## src/rtl/multicycle_ctrl_if.sv

```systemverilog
// Control bundle between the multicycle control FSM and the datapath.
// The master side is the controller. It receives the instruction fields and
// the condition and memory status, and it drives the datapath mux selects
// and write enables. The slave side is the datapath and instruction register.
interface multicycle_ctrl_if;
    // Instruction fields and status, driven by the datapath
    logic [1:0] op;
    logic [5:0] funct;
    logic [3:0] rd;
    logic       cond_ex;
    logic       mem_ready;

    // Enables and selects, driven by the controller
    logic       ir_write;
    logic       pc_write;
    logic       adr_src;
    logic       mem_w;
    logic       reg_w;
    logic       alu_src_a;
    logic [1:0] alu_src_b;
    logic [1:0] result_src;
    logic [1:0] imm_src;
    logic [1:0] reg_src;
    logic [2:0] alu_control;
    logic [1:0] flag_w;
    logic       shift_flag;
    logic       instr_done;
    logic       undef;

    modport master (
        input  op, funct, rd, cond_ex, mem_ready,
        output ir_write, pc_write, adr_src, mem_w, reg_w, alu_src_a,
               alu_src_b, result_src, imm_src, reg_src, alu_control,
               flag_w, shift_flag, instr_done, undef
    );

    modport slave (
        output op, funct, rd, cond_ex, mem_ready,
        input  ir_write, pc_write, adr_src, mem_w, reg_w, alu_src_a,
               alu_src_b, result_src, imm_src, reg_src, alu_control,
               flag_w, shift_flag, instr_done, undef
    );
endinterface

```

## src/rtl/multicycle_ctrl.sv

```systemverilog
// Main control FSM for the multicycle CPU build.
// The FSM steps a shared datapath (one memory port, one ALU) through the
// fetch, decode, execute, memory and writeback steps.
// Configuration macro MCCTRL_STALL_EN:
//   defined   - FETCH, MEMRD and MEMWR wait for mem_ready.
//   undefined - mem_ready is ignored, and each of those states lasts one cycle.
module multicycle_ctrl (
    input  logic              clk,
    input  logic              rst_n,
    multicycle_ctrl_if.master bus
);
    typedef enum logic [3:0] {
        S_FETCH  = 4'd0,
        S_DECODE = 4'd1,
        S_MEMADR = 4'd2,
        S_MEMRD  = 4'd3,
        S_MEMWB  = 4'd4,
        S_MEMWR  = 4'd5,
        S_EXECR  = 4'd6,
        S_EXECI  = 4'd7,
        S_ALUWB  = 4'd8,
        S_BRANCH = 4'd9
    } state_t;

    // Instruction class (op field)
    localparam logic [1:0] OP_DP  = 2'd0;
    localparam logic [1:0] OP_MEM = 2'd1;
    localparam logic [1:0] OP_BR  = 2'd2;

    // Data-processing command codes (funct[4:1])
    localparam logic [3:0] CMD_AND = 4'b0000;
    localparam logic [3:0] CMD_SUB = 4'b0010;
    localparam logic [3:0] CMD_ADD = 4'b0100;
    localparam logic [3:0] CMD_ADC = 4'b0101;
    localparam logic [3:0] CMD_TST = 4'b1000;
    localparam logic [3:0] CMD_CMP = 4'b1010;
    localparam logic [3:0] CMD_CMN = 4'b1011;
    localparam logic [3:0] CMD_ORR = 4'b1100;
    localparam logic [3:0] CMD_LSL = 4'b1101;

    // ALU command codes shared with the single-cycle decoder
    localparam logic [2:0] ALU_ADD = 3'b000;
    localparam logic [2:0] ALU_SUB = 3'b001;
    localparam logic [2:0] ALU_AND = 3'b010;
    localparam logic [2:0] ALU_ORR = 3'b011;
    localparam logic [2:0] ALU_ADC = 3'b100;

    // Mux select encodings
    localparam logic [1:0] SRCB_RM    = 2'b00;
    localparam logic [1:0] SRCB_IMM   = 2'b01;
    localparam logic [1:0] SRCB_FOUR  = 2'b10;
    localparam logic [1:0] RES_ALUOUT = 2'b00;
    localparam logic [1:0] RES_DATA   = 2'b01;
    localparam logic [1:0] RES_ALU    = 2'b10;
    localparam logic [1:0] IMM_DP     = 2'b00;
    localparam logic [1:0] IMM_MEM    = 2'b01;
    localparam logic [1:0] IMM_BR     = 2'b10;

    typedef struct packed {
        logic       ir_write;
        logic       pc_write;
        logic       adr_src;
        logic       mem_w;
        logic       reg_w;
        logic       alu_src_a;
        logic [1:0] alu_src_b;
        logic [1:0] result_src;
        logic [1:0] imm_src;
        logic [1:0] reg_src;
        logic [2:0] alu_control;
        logic [1:0] flag_w;
        logic       shift_flag;
        logic       instr_done;
        logic       undef;
    } ctl_t;

    state_t     state;
    ctl_t       ctl;
    logic       ready;
    logic [3:0] cmd;
    logic       s_bit;
    logic [2:0] alu_cmd;
    logic       no_wb;
    logic       dst_pc;

    // Map a data-processing command to an ALU operation.
    function automatic logic [2:0] alu_decode(input logic [3:0] c);
        case (c)
            CMD_ADD: alu_decode = ALU_ADD;
            CMD_SUB: alu_decode = ALU_SUB;
            CMD_AND: alu_decode = ALU_AND;
            CMD_ORR: alu_decode = ALU_ORR;
            CMD_CMP: alu_decode = ALU_SUB;
            CMD_TST: alu_decode = ALU_AND;
            CMD_CMN: alu_decode = ALU_ADD;
            CMD_ADC: alu_decode = ALU_ADC;
            default: alu_decode = ALU_ADD;  // lsl and unlisted commands
        endcase
    endfunction

`ifdef MCCTRL_STALL_EN
    assign ready = bus.mem_ready;
`else
    // Memory is always treated as ready. Keep the port tied off so that it
    // is visibly unused.
    logic unused_mem_ready;
    assign unused_mem_ready = bus.mem_ready;
    assign ready            = 1'b1;
`endif

    assign cmd     = bus.funct[4:1];
    assign s_bit   = bus.funct[0];
    assign alu_cmd = alu_decode(cmd);
    // Compare-type commands only update flags and skip the writeback step.
    assign no_wb   = (cmd == CMD_CMP) || (cmd == CMD_TST) || (cmd == CMD_CMN);
    assign dst_pc  = (bus.rd == 4'd15);

    // State register: move to the next step of the instruction.
    // NOTE: sequential state uses non-blocking (<=) assignments, so every
    // flop samples pre-edge values regardless of statement order.
    always_ff @(posedge clk or negedge rst_n) begin
        if (!rst_n) begin
            state <= S_FETCH;
        end else begin
            case (state)
                S_FETCH:  if (ready) state <= S_DECODE;
                S_DECODE: begin
                    case (bus.op)
                        OP_DP:   state <= bus.funct[5] ? S_EXECI : S_EXECR;
                        OP_MEM:  state <= S_MEMADR;
                        OP_BR:   state <= S_BRANCH;
                        default: state <= S_FETCH;   // undefined op
                    endcase
                end
                S_EXECR,
                S_EXECI:  state <= no_wb ? S_FETCH : S_ALUWB;
                S_ALUWB:  state <= S_FETCH;
                S_MEMADR: state <= bus.funct[0] ? S_MEMRD : S_MEMWR;
                S_MEMRD:  if (ready) state <= S_MEMWB;
                S_MEMWB:  state <= S_FETCH;
                S_MEMWR:  if (ready) state <= S_FETCH;
                S_BRANCH: state <= S_FETCH;
                default:  state <= S_FETCH;
            endcase
        end
    end

    // Output decode. The outputs come from the state, but the gated enables
    // also follow cond_ex and mem_ready in the same cycle, and reset forces
    // every output to zero immediately.
    // NOTE: every field gets a default before the case statement, so no path
    // leaves an output unassigned and no latch is inferred.
    always_comb begin
        ctl = '0;
        if (rst_n) begin
            case (state)
                S_FETCH: begin
                    ctl.adr_src     = 1'b0;
                    ctl.alu_src_a   = 1'b1;
                    ctl.alu_src_b   = SRCB_FOUR;
                    ctl.result_src  = RES_ALU;
                    ctl.alu_control = ALU_ADD;
                    ctl.ir_write    = ready;
                    ctl.pc_write    = ready;
                end
                S_DECODE: begin
                    // Forms PC+8 while the register file reads the operands.
                    ctl.alu_src_a   = 1'b1;
                    ctl.alu_src_b   = SRCB_FOUR;
                    ctl.result_src  = RES_ALU;
                    ctl.alu_control = ALU_ADD;
                    case (bus.op)
                        OP_DP:  ctl.imm_src = IMM_DP;
                        OP_MEM: begin
                            ctl.imm_src = IMM_MEM;
                            ctl.reg_src = 2'b10;   // read Rd as store data
                        end
                        OP_BR: begin
                            ctl.imm_src = IMM_BR;
                            ctl.reg_src = 2'b01;   // read PC as base
                        end
                        default: begin
                            ctl.undef      = 1'b1;
                            ctl.instr_done = 1'b1;
                        end
                    endcase
                end
                S_EXECR,
                S_EXECI: begin
                    ctl.alu_src_a   = 1'b0;
                    ctl.alu_src_b   = (state == S_EXECI) ? SRCB_IMM : SRCB_RM;
                    ctl.alu_control = alu_cmd;
                    ctl.shift_flag  = (cmd == CMD_LSL);
                    ctl.flag_w[1]   = s_bit & bus.cond_ex;
                    ctl.flag_w[0]   = s_bit & bus.cond_ex &
                                      ((alu_cmd == ALU_ADD) ||
                                       (alu_cmd == ALU_SUB) ||
                                       (alu_cmd == ALU_ADC));
                    ctl.instr_done  = no_wb;
                end
                S_ALUWB: begin
                    ctl.result_src = RES_ALUOUT;
                    ctl.reg_w      = bus.cond_ex;
                    ctl.pc_write   = bus.cond_ex & dst_pc;
                    ctl.instr_done = 1'b1;
                end
                S_MEMADR: begin
                    ctl.alu_src_a   = 1'b0;
                    ctl.alu_src_b   = SRCB_IMM;
                    ctl.imm_src     = IMM_MEM;
                    ctl.alu_control = ALU_ADD;
                end
                S_MEMRD: begin
                    ctl.adr_src = 1'b1;
                end
                S_MEMWB: begin
                    ctl.result_src = RES_DATA;
                    ctl.reg_w      = bus.cond_ex;
                    ctl.pc_write   = bus.cond_ex & dst_pc;
                    ctl.instr_done = 1'b1;
                end
                S_MEMWR: begin
                    // The write stays up for the whole access. A failed
                    // condition still waits for the memory, with mem_w low.
                    ctl.adr_src    = 1'b1;
                    ctl.mem_w      = bus.cond_ex;
                    ctl.instr_done = ready;
                end
                S_BRANCH: begin
                    ctl.alu_src_a   = 1'b0;
                    ctl.alu_src_b   = SRCB_IMM;
                    ctl.imm_src     = IMM_BR;
                    ctl.result_src  = RES_ALU;
                    ctl.alu_control = ALU_ADD;
                    ctl.pc_write    = bus.cond_ex;
                    ctl.instr_done  = 1'b1;
                end
                default: ctl = '0;
            endcase
        end
    end

    assign bus.ir_write    = ctl.ir_write;
    assign bus.pc_write    = ctl.pc_write;
    assign bus.adr_src     = ctl.adr_src;
    assign bus.mem_w       = ctl.mem_w;
    assign bus.reg_w       = ctl.reg_w;
    assign bus.alu_src_a   = ctl.alu_src_a;
    assign bus.alu_src_b   = ctl.alu_src_b;
    assign bus.result_src  = ctl.result_src;
    assign bus.imm_src     = ctl.imm_src;
    assign bus.reg_src     = ctl.reg_src;
    assign bus.alu_control = ctl.alu_control;
    assign bus.flag_w      = ctl.flag_w;
    assign bus.shift_flag  = ctl.shift_flag;
    assign bus.instr_done  = ctl.instr_done;
    assign bus.undef       = ctl.undef;
endmodule

```

## src/flat_wrapper.sv

```systemverilog
// flat-port wrapper written by rule: the top's interface ports become plain ports
module multicycle_ctrl_flat 
  (clk, rst_n, bus_op, bus_funct, bus_rd, bus_cond_ex, bus_mem_ready, bus_ir_write, bus_pc_write, bus_adr_src, bus_mem_w, bus_reg_w, bus_alu_src_a, bus_alu_src_b, bus_result_src, bus_imm_src, bus_reg_src, bus_alu_control, bus_flag_w, bus_shift_flag, bus_instr_done, bus_undef);
  multicycle_ctrl_if bus_i ();
  input  logic clk;
  input  logic rst_n;
  input wire logic [$bits(bus_i.op)-1:0] bus_op;
  input wire logic [$bits(bus_i.funct)-1:0] bus_funct;
  input wire logic [$bits(bus_i.rd)-1:0] bus_rd;
  input wire logic [$bits(bus_i.cond_ex)-1:0] bus_cond_ex;
  input wire logic [$bits(bus_i.mem_ready)-1:0] bus_mem_ready;
  output wire logic [$bits(bus_i.ir_write)-1:0] bus_ir_write;
  output wire logic [$bits(bus_i.pc_write)-1:0] bus_pc_write;
  output wire logic [$bits(bus_i.adr_src)-1:0] bus_adr_src;
  output wire logic [$bits(bus_i.mem_w)-1:0] bus_mem_w;
  output wire logic [$bits(bus_i.reg_w)-1:0] bus_reg_w;
  output wire logic [$bits(bus_i.alu_src_a)-1:0] bus_alu_src_a;
  output wire logic [$bits(bus_i.alu_src_b)-1:0] bus_alu_src_b;
  output wire logic [$bits(bus_i.result_src)-1:0] bus_result_src;
  output wire logic [$bits(bus_i.imm_src)-1:0] bus_imm_src;
  output wire logic [$bits(bus_i.reg_src)-1:0] bus_reg_src;
  output wire logic [$bits(bus_i.alu_control)-1:0] bus_alu_control;
  output wire logic [$bits(bus_i.flag_w)-1:0] bus_flag_w;
  output wire logic [$bits(bus_i.shift_flag)-1:0] bus_shift_flag;
  output wire logic [$bits(bus_i.instr_done)-1:0] bus_instr_done;
  output wire logic [$bits(bus_i.undef)-1:0] bus_undef;
  assign bus_i.op = bus_op;
  assign bus_i.funct = bus_funct;
  assign bus_i.rd = bus_rd;
  assign bus_i.cond_ex = bus_cond_ex;
  assign bus_i.mem_ready = bus_mem_ready;
  assign bus_ir_write = bus_i.ir_write;
  assign bus_pc_write = bus_i.pc_write;
  assign bus_adr_src = bus_i.adr_src;
  assign bus_mem_w = bus_i.mem_w;
  assign bus_reg_w = bus_i.reg_w;
  assign bus_alu_src_a = bus_i.alu_src_a;
  assign bus_alu_src_b = bus_i.alu_src_b;
  assign bus_result_src = bus_i.result_src;
  assign bus_imm_src = bus_i.imm_src;
  assign bus_reg_src = bus_i.reg_src;
  assign bus_alu_control = bus_i.alu_control;
  assign bus_flag_w = bus_i.flag_w;
  assign bus_shift_flag = bus_i.shift_flag;
  assign bus_instr_done = bus_i.instr_done;
  assign bus_undef = bus_i.undef;
  multicycle_ctrl u_core (.clk(clk), .rst_n(rst_n), .bus(bus_i));
endmodule
```

## config.mk

```make
export PLATFORM = sky130hd
export DESIGN_NAME = multicycle_ctrl_flat
export DESIGN_NICKNAME = d
export VERILOG_FILES = /design/src/rtl/multicycle_ctrl_if.sv /design/src/rtl/multicycle_ctrl.sv /design/src/flat_wrapper.sv
export SDC_FILE = /design/constraint.sdc
export NUM_CORES = 1
export LEC_CHECK = 0
export ABC_AREA = 1
export BUFFER_PORTS_ARGS = -buffer_cell sky130_fd_sc_hd__buf_2
export CORE_AREA = 8 8 45 47
export DETAILED_ROUTE_END_ITERATION = 10
export DIE_AREA = 0 0 53 55
export PLACE_DENSITY = 0.79
export SLEW_MARGIN = 20
export SYNTH_ARGS = -nofsm -noshare
export SYNTH_HDL_FRONTEND = slang
export SYNTH_SLANG_ARGS = --single-unit
```

## constraint.sdc

```tcl
create_clock -name clk -period 3.5 [get_ports clk]
set_input_delay 0.7 -clock clk [delete_from_list [all_inputs] [get_ports clk]]
set_output_delay 0.7 -clock clk [all_outputs]
set_load 0.02 [all_outputs]
```

==> results.md, run 1 <==
* CP endpoint kind: output port
* FFs w/ async S/R, synth at 100%
* Gate count of the mapped netlist at 95
* Leakage Power at 0.453 nW
* # rows at 14
* Core Box Area at between 0.001 and 0.0015 sq mm
* Fin. Hold Viols at 0
* Initial Util at 39.0%
* Syn Nets at between 100 and 150
* H-Tree Depth at 1
* I/O pin total at 38
* YS warnings at 0
* Die area at 0.00292 sq mm
* Seq cells post-synth at 4
* Ant diodes at 0
* Initial antenna violation count at 0
* Most frequent cells after synthesis: 24 x nand2_1, 16 x nor2_1, 13 x inv_1
* Most common cell in the netlist: nand2_1
* Clock root cell: clkbuf_4
* CTS tree: built
* Placed Cells at 144
* Area leader, netlist: dfrtp_1
* Share of cells above drive strength 1 at 37.4%
* Vias in the first global route at 633
* Nets at 149
* Arrival time worst endpoint at 1.58 ns
* Required time worst endpoint at 2.80 ns
* Worst min-delay path class: input pin to asynchronous set/reset pin
* Post-Route WL at roughly 1600 um
* Pwr/cell area at 626 mW/mm^2
* ANT nets after route at 0
* Max clock buf depth at 2
* Worst Clk Skew at 0.00434 ns
* Number of buffers created by CTS at 3
* CP Max Fanout at 10
* Hold_buf cts at 0
* Finished Core Util at a little over half
* Worst-Margin Slew at 0.346 ns
* GRT Util Overall at 11.5%
* # Max-Cap Violations at 0
* Detailed placement HPWL at 1410 um
* Vias/cell at 4.93
* Post-Syn Area at 539 sq um
* Drt pass-1 iters at 4
* Crit Path Class: input pin to output port
* Clock Latency Late Sink at 0.24 ns
* Post-synthesis sequential area ratio at 18.6%
* WL/cell at 11.1 um
* Clock transition at the registers of the reported paths at 0.04 ns
* Most used DFF post-synth: dfrtp_1
* Mean post-synth cell area at 5.68 sq um
* Vias post-DR at between 700 and 800
* Final GP Congestion at 0.885
* DP Area at between 700 and 800 sq um
* Peak supply drop at 0.000333 V
* Post CTS Setup Buffer Count at 0
* Setup tns final at 0 ns
* RSZ-0062 raised after global routing: false
* DRC violations left at 0
* Peak clock frequency supported by timing at around 440 MHz
* 1st-iter DRT viols at 10
* Largest net degree at the start of global routing at 11
* Register bank with the most flops: u_core.state
* Non-Filler Instances at 147
* Sink Count at 4
* PortBufs at 36
* Area delta synth->final at 36.4%
* First-pass GRT wire length at 2570 um
* Final setup fails at 0
* Worst slew margin at 76.9%
* Slew Limit Fails at 0
* Cell variety after synth at 22
* Final min period at 2.28 ns
* Biggest regs: u_core.state: 4 flops
* Die X at 53 um
* Status: complete, no violations
* Global route overflow at 0
* Fin area at 736 sq um
* Max reg flops at 4
* Final period utilization at 65.1%
* Most area-consuming cells after synthesis: dfrtp_1 19%, nand2_1 17%, nor2_1 11%, inv_1 9.0%, nand3_1 4.6%
* Crit path launch type: input pin
* Post-cts resize count at 0
* Yosys top cell area share at a little under a fifth
* EDFF count, synth at 0
* Chip Height at 55 um
## path summary, 6_finish.rpt
| check | cells after the start | slack (ns) | from | endpoint |
|---|---|---|---|---|
| setup reg to reg | 4 | 2.35 | u_core.state[1] | u_core.state[1] |
| max in group asynchronous | 1 | 3.02 | rst_n | u_core.state[2] |
| hold reg to reg | 1 | 0.68 | u_core.state[0] | u_core.state[0] |
| min in group clk | 1 | 0.68 | u_core.state[0] | u_core.state[0] |
| hold / removal | 1 | 0.30 | rst_n | u_core.state[0] |
| setup / recovery | 6 | 1.22 | rst_n | bus_pc_write |
## layer usage
layer | wire length (um) | track usage [%] | up-vias
met5 | 0 | 0 | -
met4 | 18 | 6.47 | 0
met3 | 197 | 3.48 | 4
met2 | 699 | 17.8 | 37
met1 | 710 | 13.9 | 307
li1 | - | - | 376
## kinds of logic after synthesis
| kind of cell | count (synthesis) | share of synthesized area (%) |
|---|---|---|
| flops | 4 | 18.6 |
| simple gates | 61 | 54.3 |
| compound gates | 11 | 11.1 |
| buf+inv | 19 | 16.0 |
## report_power, final
| group | internal (mW) | total [mW] | switching [mW] |
|---|---|---|---|
| combinational | 0.0997 | 0.301 | 0.201 |
| clock | 0.0384 | 0.0580 | 0.0197 |
| sequential | 0.0649 | 0.102 | 0.0370 |
## cell usage in the layout, fill, tap and decap left out
| cell type | instances |
|---|---|
| nor4_1 | 1 |
| o21bai_1 | 1 |
| nand2_2 | 2 |
| dfrtp_1 | 4 |
| nor3b_1 | 1 |
| nor2_1 | 16 |
| or2_2 | 1 |
| o21ai_1 | 1 |
| o21ai_0 | 4 |
| clkbuf_4 | 3 |
| a21oi_1 | 4 |
| nand3_2 | 2 |
| nand2_1 | 24 |
| nand3_1 | 5 |
| nor3_4 | 1 |
| inv_1 | 13 |
| nor2_4 | 1 |
| o211ai_1 | 1 |
| nor3_1 | 5 |
| nand4_1 | 2 |
| inv_2 | 3 |
| buf_2 | 36 |
## metrics by stage
step           power (mW)  hold WS [ns]  worst slack [ns]
2_1_floorplan       0.341         0.404              1.26
6_report            0.461         0.302              1.22
4_1_cts             0.463         0.302              1.21
3_5_place_dp        0.405         0.552              1.21
5_1_grt             0.504         0.303              1.11
3_3_place_gp        0.399         0.551              1.23
## critical path, cell delays in order
cell and delay [ns]:
buf_2 0.20, inv_2 0.13, nor3_4 0.21, nand2_1 0.09, nand3_1 0.08, buf_2 0.16
## cell type report
class / count / area [sq um]
inverter: 16 / 60.1
tap: 16 / 20.0
multi-input combinational: 72 / 353
sequential: 4 / 100
timing repair buffer: 36 / 180
fill: 151 / 648
clock buffer: 3 / 22.5
Power figures use the tool's default switching activity.
==> inputs of run 2 (changes only) <==
Settings changed: CORE_AREA 8 8 45 47 to 8 8 47 49, DIE_AREA 0 0 53 55 to 0 0 55 57, PLACE_DENSITY 0.79 to 0.72.
Clock period 3.5 ns to 2.3 ns, I/O delays scaled along.
==> results.md, run 2 (synthesis gave the netlist of run 1 again) <==
* Share of cells above drive strength 1 at 37.4% (unchanged)
* H-Tree Depth at 1 (unchanged)
* Commonest non-fill, non-tap cell in the layout: buf_2 (unchanged)
* Worst min-delay path class: input pin to asynchronous set/reset pin (unchanged)
* Worst-Margin Slew at 0.351 ns (was 0.346 ns)
* Max clock buf depth at 2 (unchanged)
* Worst path bufs/invs at 2 (was 3)
* Setup tns final at 0 ns (unchanged)
* # rows at 15 (was 14)
* DRC violations left at 0 (unchanged)
* Initial antenna violation count at 0 (unchanged)
* CP Max Fanout at 8 (was 10)
* Commonest cells after routing, fill and taps aside: 36 x buf_2, 24 x nand2_1, 16 x nor2_1, 13 x inv_1 (unchanged)
* Ant diodes at 0 (unchanged)
* Pwr/cell area at 959 mW/mm^2 (was 626 mW/mm^2)
* Worst slew margin at 76.6% (was 76.9%)
* Drt pass-1 iters at 4 (unchanged)
* Core Box Area at 0.00158 sq mm (was 0.00138 sq mm)
* Status: complete, no violations (unchanged)
* CTS tree: built (unchanged)
* Slowest CP cell: dfrtp_1 (was nor3_4)
* I/O pin total at 38 (unchanged)
* Crit Path Class: flop to output port (was input pin to output port)
* Worst Clk Skew at 0.00512 ns (was 0.00434 ns)
* Fin. Hold Viols at 0 (unchanged)
* Number of buffers created by CTS at 3 (unchanged)
* Sink Count at 4 (unchanged)
* Required time worst endpoint at 1.84 ns (was 2.80 ns)
* Non-Filler Instances at 148 (was 147)
* Post CTS Setup Buffer Count at 0 (unchanged)
* Max reg flops at 4 (unchanged)
* Clock Latency Late Sink at 0.24 ns (about the same)
* Delay-heaviest family, CP: flip-flops (was buffers and inverters)
* Detailed placement HPWL at 1490 um (was 1410 um)
* Post-Route WL at 1720 um (was 1630 um)
* Arrival time worst endpoint at 1.52 ns (was 1.58 ns)
* First-pass GRT wire length at 2820 um (was 2570 um)
* GRT Util Overall at 11.9% (was 11.5%)
* PortBufs at 36 (unchanged)
* 1st-iter DRT viols at 5 (was 10)
* Register bank with the most flops: u_core.state (unchanged)
* Hold_buf cts at 0 (unchanged)
* Largest net degree at the start of global routing at 11 (unchanged)
* Post-cts resize count at 0 (unchanged)
* Clock transition at the registers of the reported paths at 0.04 ns (about the same)
* Die X at 55 um (was 53 um)
* Nets at 149 (unchanged)
* Max stage delay on crit path at 0.49 ns (was 0.21 ns)
* CP endpoint kind: output port (unchanged)
* # Max-Cap Violations at 0 (unchanged)
* Vias/cell at 4.84 (was 4.93)
* WL/cell at 11.6 um (was 11.1 um)
* Area delta synth->final at 36.7% (was 36.4%)
* Vias post-DR at 716 (was 724)
* CP Cell Sequence: inv_2 -> nand2_2 -> nor2_4 -> nand3_1 -> a21oi_1 -> buf_2 (was buf_2 -> inv_2 -> nor3_4 -> nand2_1 -> nand3_1 -> buf_2)
* Final GP Congestion at 0.788 (was 0.885)
* Final setup fails at 0 (unchanged)
* Die area at 0.00314 sq mm (was 0.00292 sq mm)
* Peak supply drop at 0.000549 V (was 0.000333 V)
* Chip Height at 57 um (was 55 um)
* Slew Limit Fails at 0 (unchanged)
* Peak clock frequency supported by timing at ~500 MHz
* Biggest regs: u_core.state: 4 flops (unchanged)
* Global route overflow at 0 (unchanged)
* Crit path launch type: flop (was input pin)
* RSZ-0062 raised after global routing: false (unchanged)
* Final min period at 1.98 ns
* Initial Util at 34.2% (was 39.0%)
* ANT nets after route at 0 (unchanged)
* Placed Cells at 145 (was 144)
* Vias in the first global route at 714 (was 633)
* Final period utilization at 86.1%
* Leakage Power at 0.453 nW (unchanged)
* Clock root cell: clkbuf_4 (unchanged)
==> run 2: cell counts in the layout (fill, tap and decap cells not counted) <==
No cell type changed its count.
==> run 2: cell type report <==
class / instances / area [sq um]
clock buffers: 3 / 22.5
fillers: 194 / 840
inverters: 16 / 60.1
multi-input cells: 72 / 353
flip-flops and latches: 4 / 100
well taps: 17 / 21.3
repair buffers: 36 / 180
==> run 2: layer usage <==
| metal | wire length [um] | up-vias | global-route usage, % | share of wire [%] |
|---|---|---|---|---|
| li1 | - | 377 | - | - |
| met1 | 724 | 300 | 12.7 | 42 |
| met2 | 780 | 35 | 18.8 | 45 |
| met3 | 182 | 4 | 3.64 | 11 |
| met4 | 37 | 0 | 8.25 | 2.1 |
| met5 | 0 | - | 0 | 0 |
==> run 2: final timing paths <==
kind	start	cells after the start	to	slack [ns]
min in group clk	bus_op[0]	2	u_core.state[2]	0.44
max	u_core.state[1]	6	bus_imm_src[0]	0.32
max in group asynchronous	rst_n	1	u_core.state[2]	2.06
min	rst_n	1	u_core.state[1]	0.06
max reg2reg	u_core.state[1]	4	u_core.state[1]	1.13
min reg2reg	u_core.state[0]	1	u_core.state[0]	0.70
==> run 2: where the power goes <==
group / switching [mW] / internal (mW) / total (mW)
Clock: 0.0312 / 0.0585 / 0.0898
Sequential: 0.0592 / 0.0987 / 0.158
Combinational: 0.307 / 0.152 / 0.459
==> run 2: per-stage QoR <==
stage / hold WS, ns / power, mW / cell area [sq um] / util, % / worst slack [ns]
floorplan: 0.164 / 0.519 / 539 / - / 0.543
finish: 0.0597 / 0.707 / 737 / 46.7 / 0.319
global placement: 0.312 / 0.614 / 714 / 45.3 / 0.506
detailed placement: 0.315 / 0.620 / 714 / 45.3 / 0.480
CTS: 0.0606 / 0.712 / 737 / 46.7 / 0.310
global route: 0.0617 / 0.772 / 737 / 46.7 / 0.146
==> run 2: worst reg2reg max path: stages, from the launching register on <==
cell and delay [ns]:
dfrtp_1 0.54, inv_2 0.10, nor2_1 0.18, nand2_1 0.12
o21ai_0 0.15
